[config.mk]
export PLATFORM = sky130hd
export DESIGN_NAME = main_decoder_pipe
export DESIGN_NICKNAME = d
export VERILOG_FILES = /design/src/rtl/main_decoder_pipe.sv
export SDC_FILE = /design/constraint.sdc
export NUM_CORES = 1
export LEC_CHECK = 0
export BUFFER_PORTS_ARGS = -buffer_cell sky130_fd_sc_hd__buf_2
export CAP_MARGIN = 10
export CORE_ASPECT_RATIO = 1.25
export CORE_UTILIZATION = 55
export CTS_CLUSTER_DIAMETER = 80
export CTS_CLUSTER_SIZE = 28
export DETAILED_ROUTE_END_ITERATION = 12
export GPL_ROUTABILITY_DRIVEN = 1
export MAX_ROUTING_LAYER = met4
export PLACE_DENSITY = 0.9
export SLEW_MARGIN = 0
export SYNTH_ARGS = -nofsm -noshare
export SYNTH_HDL_FRONTEND = slang
export SYNTH_SLANG_ARGS = --single-unit
[constraint.sdc]
create_clock -name clk -period 2.1 [get_ports clk]
set_input_delay 0.315 -clock clk [delete_from_list [all_inputs] [get_ports clk]]
set_output_delay 0.315 -clock clk [all_outputs]
set_load 0.01 [all_outputs]
[src/rtl/main_decoder_pipe.sv]
// Registered main decoder for the Decode stage: opcode -> control bundle,
// delivered through a two-entry skid buffer with flush and an illegal-opcode counter.
module main_decoder_pipe #(
  parameter int IMM_W    = 3,
  parameter bit EN_UPPER = 1'b1,
  parameter int CNT_W    = 8
) (
  input  logic             clk,
  input  logic             rst,
  input  logic [6:0]       Op,
  input  logic             in_valid,
  output logic             in_ready,
  input  logic             flush,
  output logic             out_valid,
  input  logic             out_ready,
  output logic             RegWrite,
  output logic             ALUSrc,
  output logic             ALUSrcA,
  output logic             MemWrite,
  output logic             Branch,
  output logic             Jump,
  output logic             Jalr,
  output logic             Illegal,
  output logic [1:0]       ResultSrc,
  output logic [IMM_W-1:0] ImmSrc,
  output logic [1:0]       ALUOp,
  output logic [CNT_W-1:0] illegal_cnt,
  input  logic             cnt_clr
);

  typedef struct packed {
    logic             reg_write;
    logic             alu_src;
    logic             alu_src_a;
    logic             mem_write;
    logic             branch;
    logic             jump;
    logic             jalr;
    logic             illegal;
    logic [1:0]       result_src;
    logic [IMM_W-1:0] imm_src;
    logic [1:0]       alu_op;
  } ctrl_t;

  ctrl_t            dec_d;
  logic [2:0]       imm3;
  ctrl_t            main_q, skid_q;
  logic             main_v_q, skid_v_q;
  logic [CNT_W-1:0] cnt_q;
  logic             accept;

  // J and U immediates need the 3-bit ImmSrc encoding; narrower builds treat them as illegal.
  always_comb begin
    dec_d = '0;
    imm3  = 3'b000;
    case (Op)
      7'b0000011: begin dec_d.reg_write = 1'b1; imm3 = 3'b001; dec_d.alu_src = 1'b1; dec_d.result_src = 2'b01; end
      7'b0100011: begin imm3 = 3'b011; dec_d.alu_src = 1'b1; dec_d.mem_write = 1'b1; end
      7'b0110011: begin dec_d.reg_write = 1'b1; dec_d.alu_op = 2'b10; end
      7'b0010011: begin dec_d.reg_write = 1'b1; imm3 = 3'b001; dec_d.alu_src = 1'b1; dec_d.alu_op = 2'b11; end
      7'b1100011: begin imm3 = 3'b010; dec_d.branch = 1'b1; dec_d.alu_op = 2'b01; end
      7'b1101111: begin
        if (IMM_W >= 3) begin
          dec_d.reg_write = 1'b1; imm3 = 3'b100; dec_d.jump = 1'b1; dec_d.result_src = 2'b10;
        end else dec_d.illegal = 1'b1;
      end
      7'b1100111: begin
        dec_d.reg_write = 1'b1; imm3 = 3'b001; dec_d.alu_src = 1'b1;
        dec_d.jump = 1'b1; dec_d.jalr = 1'b1; dec_d.result_src = 2'b10;
      end
      7'b0110111: begin
        if (EN_UPPER && IMM_W >= 3) begin
          dec_d.reg_write = 1'b1; imm3 = 3'b101; dec_d.result_src = 2'b11;
        end else dec_d.illegal = 1'b1;
      end
      7'b0010111: begin
        if (EN_UPPER && IMM_W >= 3) begin
          dec_d.reg_write = 1'b1; imm3 = 3'b101; dec_d.alu_src = 1'b1; dec_d.alu_src_a = 1'b1;
        end else dec_d.illegal = 1'b1;
      end
      default: dec_d.illegal = 1'b1;
    endcase
    dec_d.imm_src = imm3[IMM_W-1:0];
  end

  // Handshake: a transfer occurs on a rising edge where valid and ready are both high;
  // valid never depends on ready, and in_ready is simply "skid entry empty".
  assign in_ready = ~skid_v_q;
  assign accept   = in_valid & in_ready;

  always_ff @(posedge clk or negedge rst) begin
    if (!rst) begin
      main_q   <= '0;
      skid_q   <= '0;
      main_v_q <= 1'b0;
      skid_v_q <= 1'b0;
    end else if (flush) begin
      main_v_q <= 1'b0;
      skid_v_q <= 1'b0;
    end else if (!main_v_q || out_ready) begin
      if (skid_v_q) begin
        main_q   <= skid_q;
        main_v_q <= 1'b1;
        skid_v_q <= 1'b0;
      end else if (accept) begin
        main_q   <= dec_d;
        main_v_q <= 1'b1;
      end else begin
        main_v_q <= 1'b0;
      end
    end else if (accept) begin
      skid_q   <= dec_d;
      skid_v_q <= 1'b1;
    end
  end

  always_ff @(posedge clk or negedge rst) begin
    if (!rst) begin
      cnt_q <= '0;
    end else if (cnt_clr) begin
      cnt_q <= '0;
    end else if (accept && !flush && dec_d.illegal && cnt_q != {CNT_W{1'b1}}) begin
      cnt_q <= cnt_q + 1'b1;
    end
  end

  assign out_valid   = main_v_q;
  assign RegWrite    = main_q.reg_write;
  assign ALUSrc      = main_q.alu_src;
  assign ALUSrcA     = main_q.alu_src_a;
  assign MemWrite    = main_q.mem_write;
  assign Branch      = main_q.branch;
  assign Jump        = main_q.jump;
  assign Jalr        = main_q.jalr;
  assign Illegal     = main_q.illegal;
  assign ResultSrc   = main_q.result_src;
  assign ImmSrc      = main_q.imm_src;
  assign ALUOp       = main_q.alu_op;
  assign illegal_cnt = cnt_q;

endmodule

### Word level (Yosys, flattened, before mapping)

Index checks and enable logic that the tools add are counted.

| storage, ports and cells | value |
|---|---|
| register bits after elaboration | 40 |
| input port bits | 13 |
| output and inout bits | 25 |

| cells by class | value |
|---|---|
| add/sub/neg operators | 1 |
| equality and inequality tests | 10 |
| multiplexer cells | 22 |
| bitwise gates (word level) | 4 |
| reductions and logical operators | 18 |

Operators by type and width:

| operator | count |
|---|---|
| 15-bit 2-to-1 mux | 2 |
| 7-bit by 6-bit == test with 1-bit output (second input constant) | 3 |
| 7-bit == test (second input constant) | 3 |
| 8-bit 2-to-1 mux | 2 |
| 1-bit 2-to-1 mux | 15 |
| 3-bit one-hot mux with 5 select lines | 1 |
| 7-bit by 5-bit == test with 1-bit output (second input constant) | 2 |
| 2-bit one-hot mux with 3 select lines | 2 |
| 9-bit OR reduction | 1 |
| 8-bit by 1-bit adder with 8-bit output (second input constant) | 1 |
| 8-bit != test (second input constant) | 1 |
| 7-bit by 2-bit == test with 1-bit output (second input constant) | 1 |
| 7-bit OR reduction | 1 |
| 3-bit AND reduction | 2 |
| 2-bit nonzero test | 3 |
| 5-bit OR reduction | 1 |
| 2-bit OR reduction | 2 |
| 1-bit logical AND | 3 |
| 1-bit NOT | 3 |
| 3-bit nonzero test | 1 |
| 3-bit OR reduction | 1 |
| 1-bit zero test | 2 |
| 1-bit AND | 1 |
| 1-bit logical OR | 1 |

### Longest topological paths before layout

Gate-level depths: netlist (run 1).

| depth | value |
|---|---|
| depth after elaboration | 7 |
| mapped depth | 7 |
| depth with buffers taken out | 5 |

### Worst setup path before layout (run 1)

OpenSTA, ideal clock, no wires.

| path | value |
|---|---|
| path type | register -> register |
| start point | register cnt_q[0], in the netlist illegal_cnt[0] |
| end point | register cnt_q[2], in the netlist illegal_cnt[2] |
| setup time | 0.128 ns |
| arrival | 1.481 ns |
| required time | 1.972 ns |
| path slack | 0.491 ns |
| stages on the path, launching flop included | 6 |
| cells stage by stage | dfrtp_1 > ha_1 > nand3_1 > o21ai_2 > nor4b_1 > mux2_1 |

| on the way | value |
|---|---|
| cells in the longest elaborated chain, start to end | 3 |
| elaborated cells on any way between the ends | 6 |
| those cells by class | 1 x add/sub; 1 x eq/ne; 2 x mux; 2 x reduce/logical |

RTL lines:

| element | line | source |
|---|---|---|
| start: declaration | 49 | `logic [CNT_W-1:0] cnt_q;` |
| start signal: assignment | 123 | `cnt_q <= cnt_q + 1'b1;` |
| 8-bit by 1-bit adder with 8-bit output / 8-bit != test (equally long branches) | 123, 122 |  |
| 8-bit 2-to-1 mux / 1-bit logical AND (equally long branches) | 122 | `end else if (accept && !flush && dec_d.illegal && cnt_q != {CNT_W{1'b1}}) begin` |
| 8-bit 2-to-1 mux / 2-bit nonzero test (equally long branches) | n/a |  |

Several ways; a longest one is shown, not always the timed one. The select of a mux whose other input is x is not followed.
A chain may end at the register's enable or synchronous reset.

### Final worst setup path (run 1)

| path | value |
|---|---|
| start point | register cnt_q[0], in the netlist illegal_cnt[0] |
| end point | register cnt_q[7], in the netlist illegal_cnt[7] |

The elaborated chain is that of the path after synthesis.

==> results of run 1 <==
==> layout make-up <==
| class | instances | area, um^2 |
|---|---|---|
| Clock buffer | 7 | 96.3 |
| Clock inverter | 1 | 30.0 |
| Fill cell | 300 | 1270 |
| Inverter | 5 | 18.8 |
| Multi-Input combinational cell | 158 | 1070 |
| Sequential cell | 40 | 1000 |
| Tap cell | 54 | 67.6 |
| Timing Repair Buffer | 42 | 223 |
==> worst max-delay path, delay by kind of cell (launching register included) <==
kind	cells	cell delay, ns
AOI/OAI and AO/OA	1	0.12
adders and majority gates	1	0.28
DFF	1	0.44
muxes	1	0.37
and+or+nand+nor	2	0.47
==> Yosys cell counts (3+ instances only) <==
library cell,number,area share (%)
buf_2,8,1.8
o31ai_1,4,1.4
nand2_1,26,4.5
nor4_1,4,1.2
a31oi_1,4,1.2
nand3_1,7,1.6
o311ai_1,3,1.2
dfrtp_1,40,46
mux2_1,7,3.6
clkbuf_1,5,0.87
nand4_1,4,1.2
nor2b_1,9,2.6
o21ai_0,11,2.5
inv_1,5,0.87
nor2_1,16,2.8
nand2b_1,4,1.2
a21oi_1,6,1.4
o211ai_1,4,1.4
o21a_1,6,2.1
==> registers in the layout, summed over array words and instances, names as in the netlist, 2 cells and up <==
register	count
illegal_cnt	8
skid_q	15
ImmSrc	3
ALUOp	2
ResultSrc	2
==> logic make-up (layout without fill, tap and decap cells) <==
family | after synthesis | after routing | synth area share (%)
and+or+nand+nor | 92 | 92 | 24.5
AOI/OAI and AO/OA | 54 | 54 | 18.6
DFF | 40 | 40 | 46.2
buffers and inverters | 20 | 55 | 4.45
muxes | 11 | 11 | 5.60
adders and majority gates | 1 | 1 | 0.577
==> cells in the final DEF, fill, tap and decap left out, drive strengths merged, types with 3 or more instances in the layout <==
cell / n
buf: 42
dfrtp: 40
nand2: 26
nor2: 17
o21ai: 13
nor2b: 9
mux2: 9
a21oi: 8
nand3: 7
clkbuf: 7
o21a: 6
inv: 5
nand2b: 5
nand4: 4
nor4: 4
a31oi: 4
o211ai: 4
o31ai: 4
o311ai: 3
nor3b: 3
nor3: 3
==> power breakdown <==
part / total [W] / switching (W) / leakage, nW / internal (W)
clock: 0.000673 / 0.000254 / 0.0645 / 0.000419
sequential: 0.000853 / 0.0000293 / 0.527 / 0.000823
combinational: 0.000246 / 0.000144 / 0.533 / 0.000101
==> final timing paths <==
path / start / endpoint / slack [ns] / cells past startpoint
hold reg to reg: skid_q[6] / skid_q[6] / 0.48 / 2
max in group asynchronous: rst / illegal_cnt[1] / 1.51 / 2
setup / recovery: illegal_cnt[0] / illegal_cnt[7] / 0.30 / 5
hold / removal: rst / skid_q[3] / 0.03 / 1
setup reg to reg: illegal_cnt[0] / illegal_cnt[7] / 0.30 / 5
min in group clk: flush / out_valid / 0.24 / 2
==> metal layers <==
layer / track usage [%] / vias up / wire length [um]
met5: - / - / 0
met4: 10.3 / 0 / 68
met3: 5.88 / 8 / 184
met2: 39.3 / 53 / 2280
met1: 27.5 / 843 / 1790
li1: - / 861 / -
==> through the flow <==
stage | hold WS, ns | power (W) | utilization (%) | std cells | area, um^2
after floorplan | 0.0194 | 0.00101 | - | 218 | 2170
after global placement | 0.352 | 0.00111 | 63.0 | 299 | 2380
after detailed placement | 0.361 | 0.00112 | 63.0 | 299 | 2380
after CTS | 0.0425 | 0.00179 | 66.3 | 307 | 2510
after global routing | 0.0714 | 0.00186 | 66.3 | 307 | 2510
final | 0.0291 | 0.00177 | 66.3 | 307 | 2510
==> reports/results.ini, run 1 <==
[route]
vias=1765
initialDrtViolationCount=114
drtPass1Iterations=4
drc=0
routedWlPerCell_um=14.1
viasPerCell=5.75
antenna_left=0
wl_um=4320

[min_path]
hold_class=in -> async

[cts]
insertion_delay_ns=0.29
cts_resized=0
path_clk_slew_ns=0.07
root_buffer=clkbuf_8
cts_made_buffers=5
h-tree-depth=2
cts_num_sinks=40
post-cts-setup-buffer-count=0
cts_tree=yes
clockBufferDepth=2
postCtsHoldBufs=0

[timing]
hold_violations=0
rsz0062_at_grt=no
fin_tns_setup_ns=0
fin_crit_sh_pct=85.7
max_freq_ghz=0.556
tightest_slew_ns=0.612
period_needed_ns=1.80
worst_slack_ns=0.300
setup_violations=0
clock-skew-final_ns=0.00484
slew_headroom_pct=59.2
maxSlewViolCount=0

[setup_path]
cp_slowest_stage_delay_ns=0.44
worstPathCellList=ha_1 > nand3_1 > o21ai_2 > nor4b_1 > mux2_1
worst_ep_arrival_time_ns=1.97
cp-start-kind=register
required_ns=2.27
path_class=reg -> reg
cp_max_fo=7
end_kind=register
cpMaxStageDelayCell=dfrtp_1

[finish]
nets=266
area_growth_pct=15.9
drive_gt1_share_pct=26.5
diodes=0

[floorplanning]
io-pin-count=38
num_rows=25
die_x_um=58.1
initial_core_util_pct=57.3
die-height_um=72.2
die-area_um2=4200
coreArea_um2=3780

[global_route]
grt_first_pass_wirelength_um=7470
overflow=0
grt_pass1_vias=1708
antenna_found_initial=0
track_usage_pct=23.9
grt_max_degree=30

[yosys]
syn_nets=232
avgSynthCellArea_um2=9.94
synthesis.area_um2=2170
netlist_instances=218
synth_edf_count=0
ys_types=53
ys_seq_area_share_pct=46.2
synth_seq_cells=40
ys_warn_count=0
synthArstFlopShare_pct=100
postSynth.topFlopCell=dfrtp_1

[place]
place_hpwl_um=3090
port_buffers=37
gp_congestion=0.794
post-place-ws_ns=0.288

[power_and_ir_drop]
power_leakage_nw=1.12
ir_drop_mv=0.541
p_per_area_nw_per_um2=705

[outcome]
status=finished clean

[run]
drv_cap=0

(Power assumes the default switching activity.)
==> run 2, diff against run 1 <==
--- a/config.mk
+++ b/config.mk
@@ -5,6 +5,7 @@
 export SDC_FILE = /design/constraint.sdc
 export NUM_CORES = 1
 export LEC_CHECK = 0
+export ABC_AREA = 1
 export BUFFER_PORTS_ARGS = -buffer_cell sky130_fd_sc_hd__buf_2
 export CAP_MARGIN = 10
 export CORE_ASPECT_RATIO = 1.25
==> reports/results.ini, run 2 <==
[timing]
maxSlewViolCount=0  ; unchanged
setup_violations=0  ; unchanged
max_freq_ghz=0.589  ; +6.0%
fin_crit_sh_pct=80.8  ; -4.9 points
slew_headroom_pct=68.2  ; +9.0 points
rsz0062_at_grt=no
hold_violations=0  ; unchanged
period_needed_ns=1.70  ; -0.102 ns
clock-skew-final_ns=0.00941  ; +0.00457 ns
tightest_slew_ns=0.476  ; -0.136 ns
whs_ns=0.293  ; +0.264 ns
fin_tns_setup_ns=0  ; unchanged

[floorplanning]
initial_core_util_pct=58.3  ; +1.0 points
num_rows=24  ; -4.0%
die_x_um=56.8  ; -2.3%
coreArea_um2=3540  ; -6.4%
die-height_um=70.5  ; -2.3%
die-area_um2=4010  ; -4.5%
io-pin-count=38  ; unchanged

[finish]
largest_reg_flops=15  ; unchanged
max_flop_register=skid_q
drive_gt1_share_pct=22.5  ; -3.9 points
nets=319  ; +20%
fin_util_pct=68.7  ; +2.4 points
layout_common_cells=75 x nand2_1, 40 x dfrtp_1, 37 x buf_2
area_growth_pct=17.9
diodes=0  ; unchanged
post-route-cell-area_um2=2430  ; -3.0%
final_common_cell=nand2_1

[global_route]
track_usage_pct=27.1  ; +3.2 points
grt_pass1_vias=1884  ; +10%
grt_first_pass_wirelength_um=8120  ; +8.7%
overflow=0  ; unchanged
grt_max_degree=21  ; -30%
antenna_found_initial=0  ; unchanged

[power_and_ir_drop]
p_switching_w=0.000466  ; +9.2%
pwr-share-comb_pct=14.1  ; +0.2 points
switching_share_pct=26.1  ; +2.0 points
p_int_w=0.00132  ; -1.6%
power_leakage_nw=1.30  ; +16%
p_per_area_nw_per_um2=735  ; +4.2%
clkPwrFrac_pct=37.2  ; -0.8 points
ir_drop_mv=0.490  ; -9.4%
p_seq_share_pct=48.7  ; +0.6 points

[route]
initialDrtViolationCount=84  ; -26%
wl_um=4630  ; +7.3%
antenna_left=0  ; unchanged
viasPerCell=5.50  ; -4.3%
drc=2  ; +2
vias=1899  ; +7.6%
routedWlPerCell_um=13.4  ; -4.5%
drtPass1Iterations=8  ; +4

[cts]
clockBufferDepth=2  ; unchanged
post-cts-setup-buffer-count=0  ; unchanged
insertion_delay_ns=0.30  ; about the same
root_buffer=clkbuf_8
cts_made_buffers=5  ; unchanged
cts_num_sinks=40  ; unchanged
cts_tree=yes
h-tree-depth=2  ; unchanged
path_clk_slew_ns=0.07  ; about the same

[yosys]
synthArstFlopShare_pct=100  ; unchanged
postSynth.topFlopCell=dfrtp_1
ys_types=30  ; -43%
synthTopCellsByArea=dfrtp_1 48%, nand2_1 14%, nor2_1 6.2%
post-synth-top-area-fraction_pct=48.5  ; +2.3 points
avgSynthCellArea_um2=7.88  ; -21%
synth_seq_cells=40  ; unchanged
synth_most_common_cell=nand2_1
netlist_instances=262  ; +20%
synth_commonest_cells=75 x nand2_1, 40 x dfrtp_1, 34 x nor2_1, 24 x o21ai_0, 19 x nand3_1
syn_nets=276  ; +19%
synth_top_area_cell=dfrtp_1
synth_edf_count=0  ; unchanged
ys_warn_count=0  ; unchanged
ys_seq_area_share_pct=48.5  ; +2.3 points
synthesis.area_um2=2070  ; -4.7%

[setup_path]
end_kind=output pin
cp_slowest_stage_delay_ns=0.47  ; +0.03 ns
cpMaxStageDelayCell=dfrtp_1
crit_family=buffers and inverters
worstPathCellList=inv_1 > buf_2
crit_buf_inv=2  ; +2
cp_max_fo=15  ; +8
worst_ep_arrival_time_ns=1.38  ; -0.59 ns
cp-start-kind=register
path_class=reg -> out
required_ns=1.78  ; -0.49 ns

[run]
drv_cap=0  ; unchanged

[outcome]
violations=DRC
status=finished, violations left

[place]
port_buffers=37  ; unchanged
gp_congestion=0.886  ; +12%
dpl_cell_area_um2=2300  ; -3.4%
place_hpwl_um=3220  ; +4.2%

[min_path]
hold_class=in -> reg

## run 2: cell types whose count changed in the layout (fill, tap and decap cells not counted), sizes merged, moves of 5 or more
cell	before	now
nand2b	5	0
nor2	17	39
nand2	26	81
o21ai	13	24
nor2b	9	0
mux2	9	0
o21a	6	1
inv	5	18
nand3	7	20
## run 2: cell type report
| cell class | count | area [um^2] |
|---|---|---|
| fill | 305 | 1110 |
| sequential | 40 | 1000 |
| multi-input combinational | 194 | 948 |
| timing repair buffer | 44 | 240 |
| clock buffer | 6 | 82.6 |
| inverter | 20 | 75.1 |
| tap | 39 | 48.8 |
| clock inverter | 2 | 38.8 |
## run 2: stage by stage
stage                     power (W)  setup WS [ns]  cells
after CTS                   0.00180          0.417    345
final                       0.00179          0.403    345
after global placement      0.00113          0.581    336
after global routing        0.00187          0.334    345
after detailed placement    0.00114          0.491    336
after floorplan             0.00103          0.615    262
## run 2: cells by family (layout without fill, tap and decap cells)
group                      count (synthesis)  in the layout  synth area share, %
DFF                                       40             40                 48.5
AOI/OAI and AO/OA                         43             43                 11.3
xor gates and xnor gates                   4              4                 1.70
and+or+nand+nor                          146            146                 32.3
buffers and inverters                     28             72                 5.63
adders and majority gates                  1              1                0.606
## run 2: worst paths after layout
path                                start              to  slack, ns  cells after the start
hold / removal                   in_valid        skid_v_q       0.29                      3
setup reg to reg           illegal_cnt[0]  illegal_cnt[5]       0.46                      8
hold reg to reg                   Illegal         Illegal       0.48                      2
setup / recovery                 skid_v_q        in_ready       0.40                      2
min in group asynchronous             rst       skid_q[1]       0.51                      2
max in group asynchronous             rst            Jalr       1.07                      3
## run 2: worst min-delay path: cells and delay by family
family,cells,cell delay (ns)
buffers and inverters,1,0.10
AND/OR/NAND/NOR,2,0.14
## run 2: repair_timing
action | in CTS | in global routing
resized for setup | 0 | 0
endpoints found under the hold margin | 18 | 0
hold buffers | 1 | 0
## run 2: routing by layer
layer	up-vias	global-route usage [%]	share of wire, %
met1	884	33.3	41
met4	0	13.6	2.4
met2	78	42.9	50
li1	923	-	-
met5	-	-	0
met3	14	4.81	6.2
## run 2: power by group through the flow
stage                     combinational (W)  sequential (W)  clock [W]
final                              0.000253        0.000871   0.000665
after global routing               0.000287        0.000880   0.000699
after CTS                          0.000255        0.000871   0.000672
after detailed placement           0.000251        0.000885          0
after global placement             0.000245        0.000882          0
after floorplan                    0.000132        0.000899          0
==> run 3, diff against run 2 <==
--- a/config.mk
+++ b/config.mk
@@ -9,13 +9,13 @@
 export BUFFER_PORTS_ARGS = -buffer_cell sky130_fd_sc_hd__buf_2
 export CAP_MARGIN = 10
 export CORE_ASPECT_RATIO = 1.25
-export CORE_UTILIZATION = 55
+export CORE_UTILIZATION = 50
 export CTS_CLUSTER_DIAMETER = 80
 export CTS_CLUSTER_SIZE = 28
 export DETAILED_ROUTE_END_ITERATION = 12
 export GPL_ROUTABILITY_DRIVEN = 1
 export MAX_ROUTING_LAYER = met4
-export PLACE_DENSITY = 0.9
+export PLACE_DENSITY = 0.87
 export SLEW_MARGIN = 0
 export SYNTH_ARGS = -nofsm -noshare
 export SYNTH_HDL_FRONTEND = slang
==> constraint.sdc (replaced) <==
create_clock -name clk -period 1.5 [get_ports clk]
set_input_delay 0.225 -clock clk [delete_from_list [all_inputs] [get_ports clk]]
set_output_delay 0.225 -clock clk [all_outputs]
set_load 0.01 [all_outputs]
==> reports/results.ini, run 3 (synthesis results as in run 2) <==
[outcome]
status=finished, violations left
violations=setup timing

[setup_path]
path_common_cell=nand2_2
path_class=reg -> reg
required_ns=1.74  ; -0.04 ns
cp_max_fo=8  ; -7
cp-start-kind=register
worst_ep_arrival_time_ns=1.74  ; +0.36 ns
cp_slowest_stage_delay_ns=0.39  ; -0.08 ns
end_kind=register
cpMaxStageDelayCell=dfrtp_1
worstPathCellList=ha_2 > nand2_2 > nor2_4 > a21oi_4 > nand4_4 > nand2_4 > nand2_2 > nand2_2

[power_and_ir_drop]
ir_drop_mv=0.468  ; -4.5%
p_seq_share_pct=50.4  ; +1.7 points
p_switching_w=0.000661  ; +42%
finalPower_w=0.00241  ; +35%
p_int_w=0.00175  ; +32%
p_per_area_nw_per_um2=940  ; +28%
clkPwrFrac_pct=32.4  ; -4.8 points
switching_share_pct=27.4  ; +1.4 points
power_leakage_nw=1.34  ; +2.8%
pwr-share-comb_pct=17.2  ; +3.1 points

[timing]
fin_crit_sh_pct=100
fin_tns_setup_ns=-0.00368  ; -0.00368 ns
tightest_slew_ns=0.401  ; -0.0755 ns
period_needed_ns=1.50
clock-skew-final_ns=0.00414  ; -0.00527 ns
setup_violations=1  ; +1
max_freq_ghz=0.665
hold_violations=0  ; unchanged
rsz0062_at_grt=yes
maxSlewViolCount=0  ; unchanged
slew_headroom_pct=73.3  ; +5.1 points
worst_slack_ns=-0.00368  ; -0.406 ns

[place]
place_hpwl_um=3350  ; +4.1%
port_buffers=37  ; unchanged
gp_congestion=0.837  ; -5.5%

[global_route]
grt_pass1_vias=1793  ; -4.8%
grt_first_pass_wirelength_um=8080  ; -0.52%
overflow=0  ; unchanged
track_usage_pct=25.7  ; -1.3 points
grt_max_degree=26  ; +24%
antenna_found_initial=0  ; unchanged

[cts]
cts_made_buffers=5  ; unchanged
h-tree-depth=2  ; unchanged
cts_tree=yes
insertion_delay_ns=0.30  ; about the same
cts_num_sinks=40  ; unchanged
clockBufferDepth=2  ; unchanged
path_clk_slew_ns=0.07  ; about the same
root_buffer=clkbuf_8

[floorplanning]
die_x_um=59.5  ; +4.7%
io-pin-count=38  ; unchanged
initial_core_util_pct=53.3  ; -5.0 points
die-height_um=73.9  ; +4.7%
num_rows=25  ; +4.2%
die-area_um2=4390  ; +9.7%
coreArea_um2=3880  ; +9.5%

[route]
vias=1969  ; +3.7%
initialDrtViolationCount=123  ; +46%
drtPass1Iterations=4  ; -4
drc=0  ; -2
routedWlPerCell_um=13.9  ; +3.7%
antenna_left=0  ; unchanged
viasPerCell=5.37  ; -2.5%
wl_um=5110  ; +10%

[finish]
nets=327  ; +2.5%
area_growth_pct=24.0
drive_gt1_share_pct=28.1  ; +5.6 points
fin_util_pct=66.0  ; -2.7 points
diodes=0  ; unchanged
layout_common_cells=68 x nand2_1, 40 x dfrtp_1, 37 x buf_2
max_flop_register=skid_q
final_common_cell=nand2_1
largest_reg_flops=15  ; unchanged

[run]
drv_cap=0  ; unchanged

[min_path]
hold_class=in -> reg

-- run 3: changes by cell type in the layout (fill, tap and decap cells not counted), moves of 2 or more --
cell,previous run,this run
nand2_2,4,11
nand2_1,75,68
buf_4,6,10
buf_6,0,2
-- run 3: area by class of cell --
| class | instances | area, um^2 |
|---|---|---|
| Sequential cell | 40 | 1000 |
| Fill cell | 340 | 1320 |
| Multi-Input combinational cell | 195 | 1000 |
| Inverter | 20 | 78.8 |
| Clock buffer | 7 | 96.3 |
| Timing Repair Buffer | 51 | 313 |
| Tap cell | 54 | 67.6 |
-- run 3: routing by layer --
metal	part of all wire [%]	global-route usage (%)
met5	0	-
met4	3.0	12.7
met3	4.6	4.40
met2	50	39.8
met1	43	32.5
-- run 3: power groups by stage --
stage / Combinational (W) / Clock (W) / Sequential [W]
6_report: 0.000414 / 0.000781 / 0.00121
3_5_place_dp: 0.000379 / 0 / 0.00123
3_3_place_gp: 0.000368 / 0 / 0.00123
2_1_floorplan: 0.000184 / 0 / 0.00126
4_1_cts: 0.000395 / 0.000788 / 0.00121
5_1_grt: 0.000459 / 0.000826 / 0.00122
-- run 3: timing repair --
item | 4_1_cts | 5_1_grt
pin swaps | 4 | 4
hold endpoints to repair | 15 | 0
cloned | 1 | 0
setup endpoints to repair | 9 | 15
hold buffers | 1 | 0
setup buffers | 2 | 2
gates resized for setup | 5 | 11
-- run 3: final timing paths --
path	depth (start not counted)	end	from	slack, ns
worst max-delay path	8	illegal_cnt[2]	illegal_cnt[1]	-0.004
worst min-delay path	3	skid_v_q	in_valid	0.21
worst max register to register	8	illegal_cnt[2]	illegal_cnt[1]	-0.004
worst min register to register	2	ImmSrc[1]	ImmSrc[1]	0.48
max in group asynchronous	3	ALUSrc	rst	0.65
min in group asynchronous	2	ALUOp[1]	rst	0.39
-- run 3: critical path: cells and delay by family (launching register included) --
family	cells	cell delay [ns]
AO/OA/AOI/OAI	1	0.19
AND/OR/NAND/NOR	6	0.64
adder cells (fa/ha/maj)	1	0.21
flip-flops	1	0.39
-- run 3: metrics by stage --
stage | area, um^2 | std cells | hold slack, ns | worst slack, ns
floorplan | 2070 | 262 | -0.0706 | 0.0145
detailed placement | 2360 | 354 | 0.171 | -0.0539
global route | 2560 | 367 | 0.237 | -0.0553
finish | 2560 | 367 | 0.210 | -0.00368
CTS | 2510 | 365 | 0.210 | 0.0139
global placement | 2360 | 354 | 0.167 | 0.0202
